[config.mk]
export PLATFORM = sky130hd
export DESIGN_NAME = fetch_exec_sequencer
export DESIGN_NICKNAME = d
export VERILOG_FILES = /design/src/rtl/cpu_pkg.sv /design/src/rtl/seq_wait_counter.sv /design/src/rtl/fetch_exec_sequencer.sv
export SDC_FILE = /design/constraint.sdc
export NUM_CORES = 1
export LEC_CHECK = 0
export ABC_AREA = 1
export ABC_CLOCK_PERIOD_IN_PS = 1400
export BUFFER_PORTS_ARGS = -buffer_cell sky130_fd_sc_hd__buf_2
export CAP_MARGIN = 20
export CORE_MARGIN = 2
export CORE_UTILIZATION = 35
export DETAILED_ROUTE_END_ITERATION = 10
export GPL_ROUTABILITY_DRIVEN = 0
export PLACE_DENSITY = 0.6
export SLEW_MARGIN = 30
export SYNTH_ARGS = -nofsm -noshare
export SYNTH_HDL_FRONTEND = slang
export SYNTH_SLANG_ARGS = --single-unit
[constraint.sdc]
create_clock -name clk -period 1.4 [get_ports clk]
set_input_delay 0 -clock clk [delete_from_list [all_inputs] [get_ports clk]]
set_output_delay 0 -clock clk [all_outputs]
set_load 0.005 [all_outputs]
[src/rtl/cpu_pkg.sv]
// Shared definitions for the 8-bit RISC core control path: opcodes,
// sequencer states/phases, the registered control word and opcode helpers.
package cpu_pkg;

    localparam logic [2:0] OP_HLT = 3'd0;
    localparam logic [2:0] OP_SKZ = 3'd1;
    localparam logic [2:0] OP_ADD = 3'd2;
    localparam logic [2:0] OP_AND = 3'd3;
    localparam logic [2:0] OP_XOR = 3'd4;
    localparam logic [2:0] OP_LDA = 3'd5;
    localparam logic [2:0] OP_STO = 3'd6;
    localparam logic [2:0] OP_JMP = 3'd7;

    localparam logic [2:0] PH_INST_ADDR  = 3'd0;
    localparam logic [2:0] PH_INST_FETCH = 3'd1;
    localparam logic [2:0] PH_INST_LOAD  = 3'd2;
    localparam logic [2:0] PH_IDLE       = 3'd3;
    localparam logic [2:0] PH_OP_ADDR    = 3'd4;
    localparam logic [2:0] PH_OP_FETCH   = 3'd5;
    localparam logic [2:0] PH_ALU_OP     = 3'd6;
    localparam logic [2:0] PH_STORE      = 3'd7;

    // The low three bits of each state equal its phase; HALTED reports phase 0.
    typedef enum logic [3:0] {
        ST_INST_ADDR  = {1'b0, PH_INST_ADDR},
        ST_INST_FETCH = {1'b0, PH_INST_FETCH},
        ST_INST_LOAD  = {1'b0, PH_INST_LOAD},
        ST_IDLE       = {1'b0, PH_IDLE},
        ST_OP_ADDR    = {1'b0, PH_OP_ADDR},
        ST_OP_FETCH   = {1'b0, PH_OP_FETCH},
        ST_ALU_OP     = {1'b0, PH_ALU_OP},
        ST_STORE      = {1'b0, PH_STORE},
        ST_HALTED     = 4'd8
    } state_e;

    // Registered control word; every output of the sequencer comes from here
    // (except the sticky timeout flag, which lives in the wait counter).
    typedef struct packed {
        logic       pc_addr;
        logic       pc_active;
        logic       skip_signal;
        logic       skip;
        logic       mem_rd;
        logic       mem_wr;
        logic       ir_load;
        logic       pc_inc;
        logic       pc_load;
        logic       acc_load;
        logic       halted;
        logic [2:0] phase;
    } ctrl_t;

    // Instructions that read an operand from memory and load the accumulator.
    function automatic logic is_alu_op(input logic [2:0] op);
        return (op == OP_ADD) || (op == OP_AND) || (op == OP_XOR) || (op == OP_LDA);
    endfunction

    // Instructions whose operand phase points the mux at the data address.
    function automatic logic uses_data_addr(input logic [2:0] op);
        return is_alu_op(op) || (op == OP_STO);
    endfunction

endpackage

[src/rtl/seq_wait_counter.sv]
// Memory-read stall counter shared by both fetch states. Counts cycles spent
// waiting for mem_ready, saturates at WAIT_MAX, and latches a sticky timeout
// flag when a read is still not ready once the limit has been reached.
module seq_wait_counter
#(
    parameter int WAIT_MAX = 15
)(
    input  logic clk,
    input  logic rst_n,
    input  logic stall_i,
    output logic at_max_o,
    output logic timeout_o
);

    localparam int CNT_W = $clog2(WAIT_MAX + 1);
    localparam logic [CNT_W-1:0] CNT_MAX = CNT_W'(WAIT_MAX);

    logic [CNT_W-1:0] cnt_q, cnt_d;
    logic             timeout_q, timeout_d;

    assign at_max_o  = (cnt_q == CNT_MAX);
    assign timeout_o = timeout_q;

    // Count while stalled, clear as soon as the FSM is not waiting; the FSM
    // gives up on the read in the cycle it sees the counter already at max.
    always_comb begin
        cnt_d     = cnt_q;
        timeout_d = timeout_q;
        if (!stall_i) begin
            cnt_d = '0;
        end else if (at_max_o) begin
            timeout_d = 1'b1;
        end else begin
            cnt_d = cnt_q + 1'b1;
        end
    end

    // Counter and sticky flag registers.
    always_ff @(posedge clk or negedge rst_n) begin
        if (!rst_n) begin
            cnt_q     <= '0;
            timeout_q <= 1'b0;
        end else begin
            cnt_q     <= cnt_d;
            timeout_q <= timeout_d;
        end
    end

endmodule

[src/rtl/fetch_exec_sequencer.sv]
// Instruction-cycle controller: steps the 8-phase fetch/execute sequence,
// stalls on memory reads, and drives registered mux/strobe controls.
//
// state      | meaning
// -----------+----------------------------------------------------------
// INST_ADDR  | present PC on the address mux
// INST_FETCH | read instruction, wait for mem_ready (bounded)
// INST_LOAD  | load IR; opcode captured at end of this cycle
// IDLE       | mux holds, no strobes
// OP_ADDR    | bump PC, select data address for memory-operand ops
// OP_FETCH   | read operand for ALU ops (bounded wait), else one cycle
// ALU_OP     | ALU read / SKZ skip / JMP load PC
// STORE      | accumulator load, STO write, JMP target held
// HALTED     | parked after HLT until resume
module fetch_exec_sequencer
    import cpu_pkg::*;
#(
    parameter int OP_W           = 3,
    parameter int FETCH_WAIT_MAX = 15
)(
    input  logic            clk,
    input  logic            rst_n,
    input  logic [OP_W-1:0] opcode,
    input  logic            zero,
    input  logic            mem_ready,
    input  logic            resume,
    output logic            pc_addr,
    output logic            pc_active,
    output logic            skip_signal,
    output logic            skip,
    output logic            mem_rd,
    output logic            mem_wr,
    output logic            ir_load,
    output logic            pc_inc,
    output logic            pc_load,
    output logic            acc_load,
    output logic            halted,
    output logic [2:0]      phase,
    output logic            mem_timeout
);

    localparam ctrl_t CTRL_RESET = '{pc_active: 1'b1, phase: 3'd0, default: 1'b0};

    state_e          state_q, state_d;
    logic [OP_W-1:0] op_q, op_d;
    logic            zero_q;
    ctrl_t           ctrl_q, ctrl_d;
    logic [2:0]      op;
    logic            in_fetch;
    logic            stall;
    logic            wait_at_max;

    assign op = op_q[2:0];

    assign in_fetch = (state_q == ST_INST_FETCH) ||
                      ((state_q == ST_OP_FETCH) && is_alu_op(op));
    assign stall    = in_fetch && !mem_ready;

    seq_wait_counter #(
        .WAIT_MAX (FETCH_WAIT_MAX)
    ) u_wait (
        .clk       (clk),
        .rst_n     (rst_n),
        .stall_i   (stall),
        .at_max_o  (wait_at_max),
        .timeout_o (mem_timeout)
    );

    // Control word for a given state; decoded one cycle early from the next
    // state so the outputs are flops aligned with the state register.
    function automatic ctrl_t decode(input state_e s, input logic [2:0] o, input logic z);
        ctrl_t c;
        c       = '0;
        c.phase = s[2:0];
        unique case (s)
            ST_INST_ADDR: begin
                c.pc_active = 1'b1;
            end
            ST_INST_FETCH: begin
                c.pc_active = 1'b1;
                c.mem_rd    = 1'b1;
            end
            ST_INST_LOAD: begin
                c.pc_active = 1'b1;
                c.mem_rd    = 1'b1;
                c.ir_load   = 1'b1;
            end
            ST_IDLE: begin
                c.pc_active = 1'b0;
            end
            ST_OP_ADDR: begin
                c.pc_inc = 1'b1;
                if (o != OP_HLT) begin
                    c.pc_active = 1'b1;
                    c.pc_addr   = uses_data_addr(o);
                end
            end
            ST_OP_FETCH: begin
                c.pc_active = 1'b1;
                c.pc_addr   = uses_data_addr(o);
                c.mem_rd    = is_alu_op(o);
            end
            ST_ALU_OP: begin
                c.pc_active = 1'b1;
                c.pc_addr   = uses_data_addr(o);
                c.mem_rd    = is_alu_op(o);
                if ((o == OP_SKZ) && z) begin
                    c.pc_inc = 1'b1;
                    c.skip   = 1'b1;
                end
                if (o == OP_JMP) begin
                    c.pc_load     = 1'b1;
                    c.skip_signal = 1'b1;
                end
            end
            ST_STORE: begin
                c.pc_active   = 1'b1;
                c.pc_addr     = (o == OP_STO);
                c.acc_load    = is_alu_op(o);
                c.mem_wr      = (o == OP_STO);
                c.skip_signal = (o == OP_JMP);
            end
            ST_HALTED: begin
                c.halted = 1'b1;
                c.phase  = PH_INST_ADDR;
            end
            default: c = CTRL_RESET;
        endcase
        return c;
    endfunction

    // Next-state logic, opcode capture and next control word.
    always_comb begin
        state_d = state_q;
        op_d    = op_q;
        unique case (state_q)
            ST_INST_ADDR:  state_d = ST_INST_FETCH;
            ST_INST_FETCH: if (mem_ready || wait_at_max) state_d = ST_INST_LOAD;
            ST_INST_LOAD: begin
                op_d    = opcode;
                state_d = ST_IDLE;
            end
            ST_IDLE:       state_d = ST_OP_ADDR;
            ST_OP_ADDR:    state_d = (op == OP_HLT) ? ST_HALTED : ST_OP_FETCH;
            ST_OP_FETCH: begin
                if (!is_alu_op(op) || mem_ready || wait_at_max) state_d = ST_ALU_OP;
            end
            ST_ALU_OP:     state_d = ST_STORE;
            ST_STORE:      state_d = ST_INST_ADDR;
            ST_HALTED:     if (resume) state_d = ST_INST_ADDR;
            default:       state_d = ST_INST_ADDR;
        endcase
        ctrl_d = decode(state_d, op, zero_q);
    end

    // State, captured opcode/zero and registered control word.
    always_ff @(posedge clk or negedge rst_n) begin
        if (!rst_n) begin
            state_q <= ST_INST_ADDR;
            op_q    <= '0;
            zero_q  <= 1'b0;
            ctrl_q  <= CTRL_RESET;
        end else begin
            state_q <= state_d;
            op_q    <= op_d;
            zero_q  <= zero;
            ctrl_q  <= ctrl_d;
        end
    end

    assign pc_addr     = ctrl_q.pc_addr;
    assign pc_active   = ctrl_q.pc_active;
    assign skip_signal = ctrl_q.skip_signal;
    assign skip        = ctrl_q.skip;
    assign mem_rd      = ctrl_q.mem_rd;
    assign mem_wr      = ctrl_q.mem_wr;
    assign ir_load     = ctrl_q.ir_load;
    assign pc_inc      = ctrl_q.pc_inc;
    assign pc_load     = ctrl_q.pc_load;
    assign acc_load    = ctrl_q.acc_load;
    assign halted      = ctrl_q.halted;
    assign phase       = ctrl_q.phase;

endmodule

==> metrics.csv <==
stage,metric,value,unit
status,status,completed,
critical_path,CP endpoint kind,flop,
floorplan,die width,63.5,µm
final_layout,final core occ,44.6,%
yosys,Synth area leaders,"dfrtp_1 53%, nand2_1 7.9%, inv_1 6.1%",
timing,Setup-failing EPs final,0,
final_layout,Nets,182,
timing,Worst slew margin,59.5,%
yosys,Post-Syn Area,1240,µm²
floorplan,DIE AREA,4030,µm²
cts,total CTS buffers,3,
cts,"Clk Latency, worst-skew pair",330,ps
cts,"Setup Fix Bufs, Post-CTS",0,
grt,initial antenna violation count,0,
timing,Setup Skew,6.48,ps
final_layout,Finished Layout Cells,218,
power,Leak,0.841,nW
floorplan,Boundary Pins,23,
critical_path,worst path required time,1610,ps
hold_path,worst hold path type,in -> reg,
yosys,"Async S/R FF share, synth",100,%
placement,Port Buffer Count,22,
yosys,number of flops mapped to enable cells by yosys,0,
yosys,post-synth top area cell,dfrtp_1,
final_layout,fillcell total,362,
timing,max frequency,781,MHz
cts,CTS tree,yes,
power,maximum vdd drop,0.000683,V
timing,final period utilization,91.5,%
placement,placed cell count,208,
floorplan,chip height,63.5,µm
grt,All-Layer GR Usage,12.6,%
final_layout,"most common cell after layout, fill and taps aside",nand2_1,
yosys,Avg Inst Size Synth,8.85,µm²
yosys,Post-Syn Instances,140,
route,Post-DRT Antenna Nets,0,
route,Post-Route WL,2330,µm
route,First DRT Iteration DRCs,26,
floorplan,Core ar.,3360,µm²
yosys,total number of yosys warnings,0,
yosys,"Seq/Total Area, Yosys",54.6,%
timing,RSZ-0062 raised after global routing,false,
power,P per Cell Area,1730,nW/µm²
timing,Tmin final,1280,ps
placement,post-DP HPWL,1720,µm
floorplan,Row Count,21,
yosys,main flop type after synthesis,dfrtp_1,
route,vias,962,
grt,largest net degree at the start of global routing,28,
route,DR pass1 iterations,4,
timing,Setup TNS,0,ps
final_layout,"commonest non-fill, non-tap cells in the layout","26 x nand2_1, 25 x dfrtp_1, 22 x buf_2, 20 x inv_1, 16 x nor2_1",
critical_path,Max Fanout on Critical Path,6,
critical_path,Crit Path Class,reg -> reg,
cts,"Clk pin slew, worst setup/hold paths",150,ps
grt,vias in the first global route,938,
route,Post-route DRC,0,
cts,clk root buf,clkbuf_4,
yosys,syn nets,149,
final_layout,synth-to-layout area growth,21.0,%
yosys,flip-flop and latch count after synthesis,27,
timing,Hold Fails Final Rpt,0,
floorplan,Initial Utilization,36.8,%
yosys,Unique masters post-synth,22,
timing,Pins Over Slew Limit,0,
timing,worst-margin pin slew,607,ps
critical_path,Critical Path AT,1490,ps
critical_path,startpoint class of the critical path,flop,
final_layout,layout cells sized above 1,28.5,%
grt,grt ovf,0,
final_layout,Diodes inserted,0,
route,Avg Vias per Cell,4.41,
yosys,share of the synthesized area in the top cell type,52.5,%
cts,H-tree levels,1,
grt,first-pass GRT wire length,3970,µm
route,drt wl/cell,10.7,µm
cts,Clock Path Buffers,2,
flow_run,# Max-Cap Violations,0,
cts,CTS Sinks,27,
## synth_stat cells (2+ instances only)
cell type,instances
nor2_1,16
o21ai_0,3
dfrtp_1,26
nor2_2,3
a21oi_1,4
nand2_2,5
inv_1,20
nand2_1,26
nand3_1,15
inv_2,4
nor2_4,2
nand4_1,4
nand2_4,3
## report_power, final
part | total, mW | switching (mW) | internal, mW
clock | 0.338 | 0.230 | 0.107
combinational | 1.09 | 0.687 | 0.407
sequential | 1.16 | 0.154 | 1.00
## what timing repair did
item,in CTS,in global routing
endpoints found under the setup margin,0,2
endpoints found under the hold margin,32,0
hold buffers,6,0
gates resized for setup,0,2
## path summary, 6_finish.rpt
| path | start | end | slack, ps | depth (start not counted) |
|---|---|---|---|---|
| worst max-delay path | u_wait.cnt_q[0]$_DFFE_PN0N_ | phase[1]$_DFF_PN0_ | 120 | 5 |
| worst min-delay path | mem_ready | u_wait.timeout_o$_DFFE_PN0P_ | 20 | 4 |
| worst max register to register | u_wait.cnt_q[0]$_DFFE_PN0N_ | phase[1]$_DFF_PN0_ | 120 | 5 |
| worst min register to register | u_wait.timeout_o$_DFFE_PN0P_ | u_wait.timeout_o$_DFFE_PN0P_ | 490 | 2 |
| max in group asynchronous | rst_n | state_q[0]$_DFF_PN0_ | 770 | 2 |
| min in group asynchronous | rst_n | u_wait.cnt_q[3]$_DFFE_PN0N_ | 200 | 2 |
## cell type report
class                      instances  area, µm²  area share (%)
inverter                          24       90.1            6.01
multi-input combinational         88        468            31.2
clock inverter                     1       5.00           0.334
clock buffer                       3       22.5            1.50
tap                               46       57.6            3.84
timing repair buffer              29        178            11.9
sequential                        27        678            45.2
## routing by layer
metal | global-route usage, % | share of wire [%]
met1 | 15.4 | 46
met2 | 21.4 | 49
met3 | 1.61 | 2.8
met4 | 6.52 | 2.2
met5 | 0 | 0
## critical path: stages, from the launching register on
cell     delay [ps]
dfrtp_1         430
ha_1            250
nand3_2         100
nand2_2          80
o21ai_4         180
nand4_1         120
## state kept, by name, summed over array words and instances (netlist names), 3 cells and up
signal,flops
phase,3
u_wait.cnt_q,4
op,3
state_q,4
## through the flow
stage | hold WS (ps) | total power, mW | cell area (µm²) | setup slack, ps
2_1_floorplan | -296 | 1.98 | 1240 | 147
5_1_grt | 31.4 | 2.84 | 1500 | 11.5
6_report | 20.2 | 2.59 | 1500 | 119
3_5_place_dp | 47.2 | 2.25 | 1400 | 97.3
3_3_place_gp | 35.8 | 2.24 | 1400 | 130
4_1_cts | 5.61 | 2.61 | 1490 | 79.6
## logic make-up after synthesis
family	Yosys count	synth area share, %
compound gates	10	4.85
simple gates	76	30.6
flops	27	54.6
xor+xnor	1	0.707
fa+ha+maj	1	1.01
buf+inv	25	8.18
(Power assumes the default switching activity.)
